**config.mk**
```make
export PLATFORM = sky130hd
export DESIGN_NAME = mm_result_packer
export DESIGN_NICKNAME = d
export VERILOG_FILES = /design/src/rtl/mm_result_packer.sv
export SDC_FILE = /design/constraint.sdc
export NUM_CORES = 1
export LEC_CHECK = 0
export BUFFER_PORTS_ARGS = -buffer_cell sky130_fd_sc_hd__buf_4
export CORE_MARGIN = 3
export CORE_UTILIZATION = 50
export DETAILED_ROUTE_END_ITERATION = 10
export HOLD_SLACK_MARGIN = 0.03
export PLACE_DENSITY = 0.68
export SYNTH_ARGS = -nofsm -noshare
export SYNTH_HDL_FRONTEND = slang
export SYNTH_SLANG_ARGS = --single-unit
```
**constraint.sdc**
```tcl
create_clock -name clk -period 5.5 [get_ports clk]
set_input_delay 0.825 -clock clk [delete_from_list [all_inputs] [get_ports clk]]
set_output_delay 0.825 -clock clk [all_outputs]
set_load 0.02 [all_outputs]
```
**src/rtl/mm_result_packer.sv**
```systemverilog
// mm_result_packer: buffers per-lane systolic results, drains them lane-round-robin,
// packs 32/D_W_ACC results per beat and drives an AXI-stream master with tlast per matrix.
module mm_result_packer #(
  parameter int unsigned M          = 4,
  parameter int unsigned N1         = 4,
  parameter int unsigned D_W_ACC    = 16,
  parameter int unsigned FIFO_DEPTH = 4
) (
  input  logic                    clk,
  input  logic                    rst,
  input  logic [N1-1:0]           valid_D,
  input  logic [N1*D_W_ACC-1:0]   data_D,
  output logic [31:0]             m_axis_mm2s_tdata,
  output logic [3:0]              m_axis_mm2s_tkeep,
  output logic                    m_axis_mm2s_tlast,
  output logic                    m_axis_mm2s_tvalid,
  input  logic                    m_axis_mm2s_tready,
  output logic                    overflow,
  output logic                    done
);

  localparam int unsigned PACK   = 32 / D_W_ACC;
  localparam int unsigned MM     = M * M;
  localparam int unsigned BEATS  = MM / PACK;
  localparam int unsigned ADDR_W = $clog2(FIFO_DEPTH);
  localparam int unsigned LANE_W = (N1 > 1) ? $clog2(N1) : 1;
  localparam int unsigned PCNT_W = $clog2(PACK + 1);
  localparam int unsigned ECNT_W = $clog2(MM + 1);
  localparam int unsigned BEAT_W = (BEATS > 1) ? $clog2(BEATS) : 1;

  logic [N1-1:0]               fifo_empty;
  logic [N1-1:0]               fifo_full;
  logic [N1-1:0]               pop_lane;
  logic [N1-1:0]               push_ok;
  logic [N1-1:0]               drop;
  logic [N1-1:0][D_W_ACC-1:0]  lane_head;
  logic [D_W_ACC-1:0]          head_data;

  logic [LANE_W-1:0]           lane_ptr, lane_ptr_n;
  logic [PCNT_W-1:0]           pack_cnt, pack_cnt_n, slot;
  logic [ECNT_W-1:0]           elem_cnt, elem_cnt_n;
  logic [BEAT_W-1:0]           beat_cnt, beat_cnt_n;
  logic [PACK*D_W_ACC-1:0]     pack_data;
  logic                        tvalid_n, tlast_n;
  logic                        hs, last_hs, xfer, pop;

  // Per-lane circular FIFO with wrap-bit pointers
  for (genvar i = 0; i < N1; i++) begin : g_lane
    logic [D_W_ACC-1:0] mem [FIFO_DEPTH];
    logic [ADDR_W:0]    wptr, rptr;

    assign fifo_empty[i] = (wptr == rptr);
    assign fifo_full[i]  = (wptr[ADDR_W] != rptr[ADDR_W]) &&
                           (wptr[ADDR_W-1:0] == rptr[ADDR_W-1:0]);
    assign pop_lane[i]   = pop && (lane_ptr == LANE_W'(i));
    assign push_ok[i]    = valid_D[i] && (!fifo_full[i] || pop_lane[i]);
    assign drop[i]       = valid_D[i] && fifo_full[i] && !pop_lane[i];
    assign lane_head[i]  = mem[rptr[ADDR_W-1:0]];

    // Storage array; contents are don't-care until pointed to
    always_ff @(posedge clk) begin
      if (push_ok[i]) begin
        mem[wptr[ADDR_W-1:0]] <= data_D[i*D_W_ACC +: D_W_ACC];
      end
    end

    // Pointer update; a full FIFO accepts a push only when it pops in the same cycle
    always_ff @(posedge clk) begin
      if (rst) begin
        wptr <= '0;
        rptr <= '0;
      end else begin
        if (push_ok[i])  wptr <= wptr + (ADDR_W+1)'(1);
        if (pop_lane[i]) rptr <= rptr + (ADDR_W+1)'(1);
      end
    end
  end

  assign head_data = lane_head[lane_ptr];

  // Pop/pack/output-transfer decisions and next counter values
  always_comb begin
    hs         = m_axis_mm2s_tvalid && m_axis_mm2s_tready;
    last_hs    = hs && m_axis_mm2s_tlast;
    xfer       = (pack_cnt == PCNT_W'(PACK)) && (!m_axis_mm2s_tvalid || hs);
    pop        = !fifo_empty[lane_ptr] && ((pack_cnt != PCNT_W'(PACK)) || xfer) &&
                 (elem_cnt != ECNT_W'(MM));
    slot       = xfer ? '0 : pack_cnt;
    lane_ptr_n = lane_ptr;
    pack_cnt_n = slot;
    elem_cnt_n = elem_cnt;
    beat_cnt_n = beat_cnt;
    tvalid_n   = m_axis_mm2s_tvalid;

    if (pop) begin
      lane_ptr_n = (lane_ptr == LANE_W'(N1 - 1)) ? '0 : lane_ptr + LANE_W'(1);
      pack_cnt_n = slot + PCNT_W'(1);
      elem_cnt_n = elem_cnt + ECNT_W'(1);
    end

    if (hs) begin
      beat_cnt_n = (beat_cnt == BEAT_W'(BEATS - 1)) ? '0 : beat_cnt + BEAT_W'(1);
      tvalid_n   = 1'b0;
    end
    if (xfer) begin
      tvalid_n = 1'b1;
    end

    // Matrix boundary: every element of this matrix has been popped by now
    if (last_hs) begin
      lane_ptr_n = '0;
      pack_cnt_n = '0;
      elem_cnt_n = '0;
      beat_cnt_n = '0;
    end

    tlast_n = tvalid_n && (beat_cnt_n == BEAT_W'(BEATS - 1));
  end

  // Counter, pack and output registers
  always_ff @(posedge clk) begin
    if (rst) begin
      lane_ptr           <= '0;
      pack_cnt           <= '0;
      elem_cnt           <= '0;
      beat_cnt           <= '0;
      pack_data          <= '0;
      m_axis_mm2s_tdata  <= '0;
      m_axis_mm2s_tkeep  <= '0;
      m_axis_mm2s_tlast  <= 1'b0;
      m_axis_mm2s_tvalid <= 1'b0;
      overflow           <= 1'b0;
      done               <= 1'b0;
    end else begin
      lane_ptr           <= lane_ptr_n;
      pack_cnt           <= pack_cnt_n;
      elem_cnt           <= elem_cnt_n;
      beat_cnt           <= beat_cnt_n;
      for (int k = 0; k < int'(PACK); k++) begin
        if (pop && (slot == PCNT_W'(k))) begin
          pack_data[k*D_W_ACC +: D_W_ACC] <= head_data;
        end
      end
      if (xfer) begin
        m_axis_mm2s_tdata <= pack_data;
      end
      m_axis_mm2s_tkeep  <= tvalid_n ? 4'hF : 4'h0;
      m_axis_mm2s_tlast  <= tlast_n;
      m_axis_mm2s_tvalid <= tvalid_n;
      overflow           <= overflow | (|drop);
      done               <= last_hs;
    end
  end

endmodule

```
==> results of run 1 <==
==> Yosys cell counts (all sizes together) (20+ instances only) <==
| cell | number |
|---|---|
| a21oi | 43 |
| buf | 20 |
| clkbuf | 27 |
| dfxtp | 112 |
| edfxtp | 256 |
| ha | 29 |
| inv | 31 |
| mux2i | 38 |
| mux4 | 80 |
| nand2 | 82 |
| nor2 | 90 |
| xor2 | 20 |
==> worst paths after layout <==
path / from / endpoint
worst max-delay path: lane_ptr[1]$_SDFFE_PP0P_ / g_lane[1].mem[1][10]$_DFFE_PP_
worst max register to register: lane_ptr[1]$_SDFFE_PP0P_ / g_lane[1].mem[1][10]$_DFFE_PP_
worst min-delay path: m_axis_mm2s_tdata[10]$_SDFFE_PP0P_ / m_axis_mm2s_tdata[10]$_SDFFE_PP0P_
worst min register to register: m_axis_mm2s_tdata[10]$_SDFFE_PP0P_ / m_axis_mm2s_tdata[10]$_SDFFE_PP0P_
==> state kept, by name, indices dropped and copies added (netlist names), 2 cells and up, named ones only <==
name	count
g_lane.mem	256
m_axis_mm2s_tdata	32
pack_data	32
g_lane.rptr	12
g_lane.wptr	12
elem_cnt	5
beat_cnt	3
lane_ptr	2
pack_cnt	2
==> final cells by class <==
| cell class | instances | share of cell area, % |
|---|---|---|
| multi-input combinational | 453 | 24.7 |
| tap | 378 | 2.80 |
| clock inverter | 9 | 0.237 |
| clock buffer | 60 | 6.82 |
| sequential | 368 | 58.9 |
| inverter | 31 | 0.690 |
| timing repair buffer | 131 | 5.83 |
==> cells by family after synthesis <==
| family | synth area share (%) |
|---|---|
| fa+ha+maj | 2.51 |
| compound gates | 3.07 |
| simple gates | 6.12 |
| mux | 15.4 |
| buf+inv | 2.37 |
| flops | 68.8 |
| xor+xnor | 1.76 |
==> routing by layer <==
layer	share of wire, %	GRT usage [%]	up-vias
met1	45	27.6	3827
met2	46	28.2	239
met4	1.9	4.62	8
li1	-	-	3605
met3	7.0	3.91	53
met5	0.26	0	-
==> per-stage QoR <==
step	worst slack [ns]	utilization (%)	area (um2)	hold slack (ns)
after detailed placement	1.83	55.8	15700	0.448
after CTS	1.80	60.0	16900	0.456
after global routing	1.56	60.0	16900	0.470
after global placement	1.97	55.8	15700	0.442
final	1.76	60.0	16900	0.453
after floorplan	2.05	-	14400	0.431
==> report_power, final <==
part / switching (mW) / internal, mW / total, mW
sequential: 0.227 / 3.24 / 3.47
clock: 0.978 / 1.43 / 2.41
combinational: 0.897 / 0.785 / 1.68
total: 2.10 / 5.46 / 7.56
==> worst register-to-register path: stages, from the launching register on <==
cell,delay [ns]
dfxtp_1,0.90
inv_1,0.21
a311o_1,0.40
nor4b_1,0.79
o31ai_4,0.20
nor2_1,0.63
buf_4,0.31
==> results.sh, run 1 <==
export IMPL_numClockSinks=368
export IMPL_synth_edf_count=256
export IMPL_grt_pass1_vias=7568
export IMPL_ys_flop_type="edfxtp_1"
export IMPL_dieArea_um2=31000
export IMPL_crit_family="simple AND/OR/NAND/NOR gates"
export IMPL_wl_per_cell_um=19.6
export IMPL_power_density_nw_per_um2=448
export IMPL_worstPathRequired_ns=5.71
export IMPL_track_usage_pct=18.5
export IMPL_r2r_slack_ns=1.76
export IMPL_power_mw=7.56
export IMPL_synth_seq_area_share_pct=68.8
export IMPL_ys_ff_latch=368
export IMPL_cp_data_arrival_time_ns=3.94
export IMPL_fillers=2142
export IMPL_synth_top_area_cell="edfxtp_1"
export IMPL_peakVddDrop_uv=287
export IMPL_hpwl_um=19400
export IMPL_cp_end_kind="flip-flop"
export IMPL_hold_viol=0
export IMPL_grt_pass1_wl_um=44100
export IMPL_area_delta_synth_final_pct=16.8
export IMPL_fin_cells=1430
export IMPL_core_um2=28100
export IMPL_finalWirelength_um=28100
export IMPL_cts_setup_buffers=0
export IMPL_min_path_cells=2
export IMPL_die_height_um=176
export IMPL_clock_skew_final_ns=0.0134
export IMPL_antenna_found_initial=4
export IMPL_post_cts_resized=0
export IMPL_clockBufferDepth=3
export IMPL_synth_top_area_share_pct=53.2
export IMPL_crit_buf_inv=2
export IMPL_antennaDiodeCount=0
export IMPL_min_path_type="flip-flop to flip-flop"
export IMPL_setup_tns_ns=0
export IMPL_worstSkewPairLatency_ns=0.51
export IMPL_synth_area_leaders="edfxtp_1 (53%), dfxtp_1 (16%), mux4_2 (12%), mux2i_1 (2.6%), ha_1 (2.5%)"
export IMPL_netlist_instances=899
export IMPL_htreeDepth=2
export IMPL_drive_above_1_share_pct=26.0
export IMPL_cts_tree="built"
export IMPL_path_depth=6
export IMPL_critPathMaxStageDelay_ns=0.90
export IMPL_slew_headroom_pct=22.6
export IMPL_tightest_slew_ns=1.14
export IMPL_period_needed_ns=3.74
export IMPL_max_freq_mhz=268
export IMPL_grt_overflow_total=0
export IMPL_finalSetupViolCount=0
export IMPL_postRouteAntennaNets=0
export IMPL_io_buffer_count=110
export IMPL_seqCellArea_um2=9930
export IMPL_critPathSlowestCell="dfxtp_1"
export IMPL_status="finished, final reports clean"
export IMPL_path_class="flip-flop to flip-flop"
export IMPL_critPathMaxFanout=21
export IMPL_r2r_cells=6
export IMPL_drv_slew=0
export IMPL_multi_input_area_um2=4170
export IMPL_syn_area_per_cell_um2=16.1
export IMPL_die_w_um=176
export IMPL_cp_cell_sequence="inv_1 > a311o_1 > nor4b_1 > o31ai_4 > nor2_1 > buf_4"
export IMPL_io_pin_count=111
export IMPL_row_count=61
export IMPL_grt_setup_unrepaired="no"
export IMPL_cap_violations=0
export IMPL_place_inst=1361
export IMPL_nNetsFinal=1123
export IMPL_holdBufCountCts=0
export IMPL_vias_per_cell=5.41
export IMPL_first_pass_iters=5
export IMPL_synth_nets=999
export IMPL_clk_pin_slew_ns=0.06
export IMPL_gp_congestion=0.777
export IMPL_drc_errors=0
export IMPL_numCtsBuffers=38
export IMPL_root_buffer="clkbuf_16"
export IMPL_drtIter0Drc=617
export IMPL_initial_core_util_pct=51.4
export IMPL_vias=7732
export IMPL_ys_async_sr_fraction_pct=0
export IMPL_final_cell_mix="edfxtp_1 (256), buf_4 (131), dfxtp_1 (112)"
export IMPL_post_route_period_util_pct=67.9
export IMPL_start_kind="flip-flop"
export IMPL_synth_area_um2=14400
export IMPL_p_leak_nw=5.90
export IMPL_ys_warnings_count=0
export IMPL_synth_distinct_cells=39
export IMPL_final_common_cell="edfxtp_1"
export IMPL_grt_max_degree=71
(Power assumes the default switching activity.)
==> run 2, diff against run 1 <==
- ABC_AREA: not set -> 1
- PLACE_DENSITY: 0.68 -> 0.71
- clock period: 5.5 -> 3.1 ns (I/O delays scaled with it)
==> run 2 against run 1 <==
Via count increased by 32%. Core utilization decreased by 0.34 points. Sequential power increased by 74%. Synthesized cell count increased by 54%. Area after synthesis increased by 3.1%. Fmax increased by 31%. Largest cell class unchanged.
==> results.sh, run 2 <==
export IMPL_worstSkewPairLatency_ns=0.53
export IMPL_ys_warnings_count=0
export IMPL_synth_top_area_share_pct=51.6
export IMPL_setup_worst_path_end="g_lane[1].mem[2][2]$_DFFE_PP_"
export IMPL_clk_pin_slew_ns=0.06
export IMPL_wl_per_cell_um=17.0
export IMPL_period_needed_ns=2.85
export IMPL_postRouteAntennaNets=0
export IMPL_hold_viol=0
export IMPL_cap_violations=0
export IMPL_die_height_um=179
export IMPL_numClockSinks=368
export IMPL_r2r_slack_ns=0.25
export IMPL_fin_cells=1905
export IMPL_status="finished, final reports clean"
export IMPL_ys_async_sr_fraction_pct=0
export IMPL_die_w_um=179
export IMPL_final_common_cell="nor2_1"
export IMPL_initial_core_util_pct=51.3
export IMPL_netlist_instances=1384
export IMPL_grt_pass1_wl_um=50400
export IMPL_cts_tree="built"
export IMPL_first_pass_iters=5
export IMPL_dieArea_um2=31900
export IMPL_synth_nets=1484
export IMPL_critPathMaxFanout=10
export IMPL_finalSetupViolCount=0
export IMPL_drc_errors=0
export IMPL_fillers=2318
export IMPL_synth_area_um2=14900
export IMPL_ys_flop_type="edfxtp_1"
export IMPL_synth_area_leaders="edfxtp_1 (52%), dfxtp_1 (15%), nor2_1 (6.9%), o21ai_0 (6.0%), nand2_1 (3.4%)"
export IMPL_antenna_found_initial=0
export IMPL_vias_per_cell=5.34
export IMPL_max_freq_mhz=351
export IMPL_grt_setup_unrepaired="no"
export IMPL_post_cts_resized=0
export IMPL_hpwl_um=21600
export IMPL_largest_reg_flops=256
export IMPL_antennaDiodeCount=0
export IMPL_vias=10200
export IMPL_row_count=62
export IMPL_final_cell_mix="nor2_1 (273), edfxtp_1 (256), o21ai_0 (179)"
export IMPL_numCtsBuffers=38
export IMPL_clockBufferDepth=3
export IMPL_post_route_period_util_pct=92.0
export IMPL_peakVddDrop_uv=391
export IMPL_io_buffer_count=110
export IMPL_syn_area_per_cell_um2=10.8
export IMPL_synthAdderAreaFrac_pct=2.44
export IMPL_gp_congestion=0.931
export IMPL_critPathSlowestCell="nor2_1"
export IMPL_setup_tns_ns=0
export IMPL_synth_distinct_cells=34
export IMPL_timing_rr_start="elem_cnt[0]$_SDFFE_PP0P_"
export IMPL_synthSimpleGateAreaFrac_pct=13.1
export IMPL_r2r_cells=8
export IMPL_path_depth=8
export IMPL_drive_above_1_share_pct=15.7
export IMPL_cts_setup_buffers=0
export IMPL_multi_input_area_um2=4260
export IMPL_critPathMaxStageDelay_ns=0.56
export IMPL_synth_seq_area_share_pct=66.7
export IMPL_holdBufCountCts=0
export IMPL_synth_compound_area_share_pct=12.9
export IMPL_root_buffer="clkbuf_16"
export IMPL_tightest_slew_ns=0.913
export IMPL_grt_max_degree=64
export IMPL_worstSetupStartpoint="elem_cnt[0]$_SDFFE_PP0P_"
export IMPL_io_pin_count=111
export IMPL_min_path_type="primary input to flip-flop"
export IMPL_synthXorXnorAreaFrac_pct=0.0588
export IMPL_area_delta_synth_final_pct=16.4
export IMPL_rr_endpoint="g_lane[1].mem[2][2]$_DFFE_PP_"
export IMPL_worstPathRequired_ns=3.31
export IMPL_synthTopCellsByCount="nor2_1 (274), edfxtp_1 (256), o21ai_0 (179)"
export IMPL_cp_data_arrival_time_ns=3.06
export IMPL_p_leak_nw=6.50
export IMPL_slew_headroom_pct=39.1
export IMPL_grt_pass1_vias=9723
export IMPL_place_inst=1838
export IMPL_seqCellArea_um2=9930
export IMPL_synth_top_area_cell="edfxtp_1"
export IMPL_clock_skew_final_ns=0.0278
export IMPL_crit_buf_inv=2
export IMPL_timing_critical_path_mode_cell="nand2_1"
export IMPL_grt_overflow_total=0
export IMPL_core_um2=29000
export IMPL_track_usage_pct=20.3
export IMPL_cp_cell_sequence="inv_1 > ha_1 > a32oi_4 > nand3_2 > nand2_1 > nand2_1 > nor2_1 > buf_4"
export IMPL_htreeDepth=2
export IMPL_nNetsFinal=1594
export IMPL_ys_ff_latch=368
export IMPL_power_density_nw_per_um2=835
export IMPL_synth_mux_area_share_pct=0.0756
export IMPL_drv_slew=0
export IMPL_drtIter0Drc=853
export IMPL_path_class="flip-flop to flip-flop"
export IMPL_start_kind="flip-flop"
export IMPL_synth_edf_count=256
export IMPL_crit_family="simple AND/OR/NAND/NOR gates"
export IMPL_synth_top_family_by_area="simple AND/OR/NAND/NOR gates"
export IMPL_cp_end_kind="flip-flop"
export IMPL_finalWirelength_um=32400
export IMPL_synth_most_common_cell="nor2_1"
run 2: cell count changes in the layout (fill, tap and decap cells not counted), moves of 20 or more:
cell	previous run	this run
nor2_1	90	273
o21ai_0	9	179
mux4_2	80	0
o211ai_1	0	64
nand2_1	82	135
inv_1	30	79
nand3_1	4	45
mux2i_1	38	0
a21oi_1	43	66
xor2_1	20	0
run 2: how the worst min path moves through the flow:
stage / start / to / slack [ns] / cells past startpoint
6_report: data_D[47] / g_lane[2].mem[0][15]$_DFFE_PP_ / 0.13 / 1
5_1_grt: data_D[39] / g_lane[2].mem[3][7]$_DFFE_PP_ / 0.11 / 1
4_1_cts: data_D[39] / g_lane[2].mem[3][7]$_DFFE_PP_ / 0.10 / 1
3_5_place_dp: pack_data[0]$_SDFFE_PP0P_ / m_axis_mm2s_tdata[0]$_SDFFE_PP0P_ / 0.45 / 2
3_3_place_gp: pack_data[0]$_SDFFE_PP0P_ / m_axis_mm2s_tdata[0]$_SDFFE_PP0P_ / 0.45 / 2
2_1_floorplan: pack_data[10]$_SDFFE_PP0P_ / m_axis_mm2s_tdata[10]$_SDFFE_PP0P_ / 0.43 / 2
run 2: logic make-up (layout without fill, tap and decap cells):
kind of cell / Yosys count / after routing
buffers and inverters: 169 / 306
flip-flops: 368 / 368
AND/OR/NAND/NOR: 478 / 478
XOR/XNOR: 1 / 1
adder cells (fa/ha/maj): 29 / 29
multiplexers: 1 / 1
AO/OA/AOI/OAI: 338 / 338
run 2: area by class of cell:
class                      count  share of cell area [%]
clock buffer                  44                    5.62
multi-input combinational    847                    24.6
inverter                      97                    2.12
clock inverter                23                    1.44
tap                          384                    2.77
timing repair buffer         142                    6.15
sequential                   368                    57.3
run 2: metrics by stage:
step                power, mW  instance area, um2  util [%]  hold slack (ns)  worst slack, ns
floorplan                8.73               14900         -            0.430            0.499
global placement         10.0               16100      55.5            0.447            0.392
detailed placement       10.1               16100      55.5            0.453            0.257
CTS                      14.6               17300      59.7            0.104            0.249
global route             15.3               17300      59.7            0.114           0.0638
finish                   14.5               17300      59.7            0.128            0.247
run 2: layer usage:
metal  up-vias  share of wire [%]  global-route usage, %
li1       5013                  -                      -
met1      4829                 44                   28.0
met2       282                 47                   32.4
met3        53                5.6                   3.07
met4         0                3.3                   8.41
met5         -                  0                      0
run 2: power breakdown:
group / internal (mW) / switching (mW)
logic: 1.21 / 2.77
registers: 5.77 / 0.277
clock network: 2.67 / 1.77
total: 9.65 / 4.82
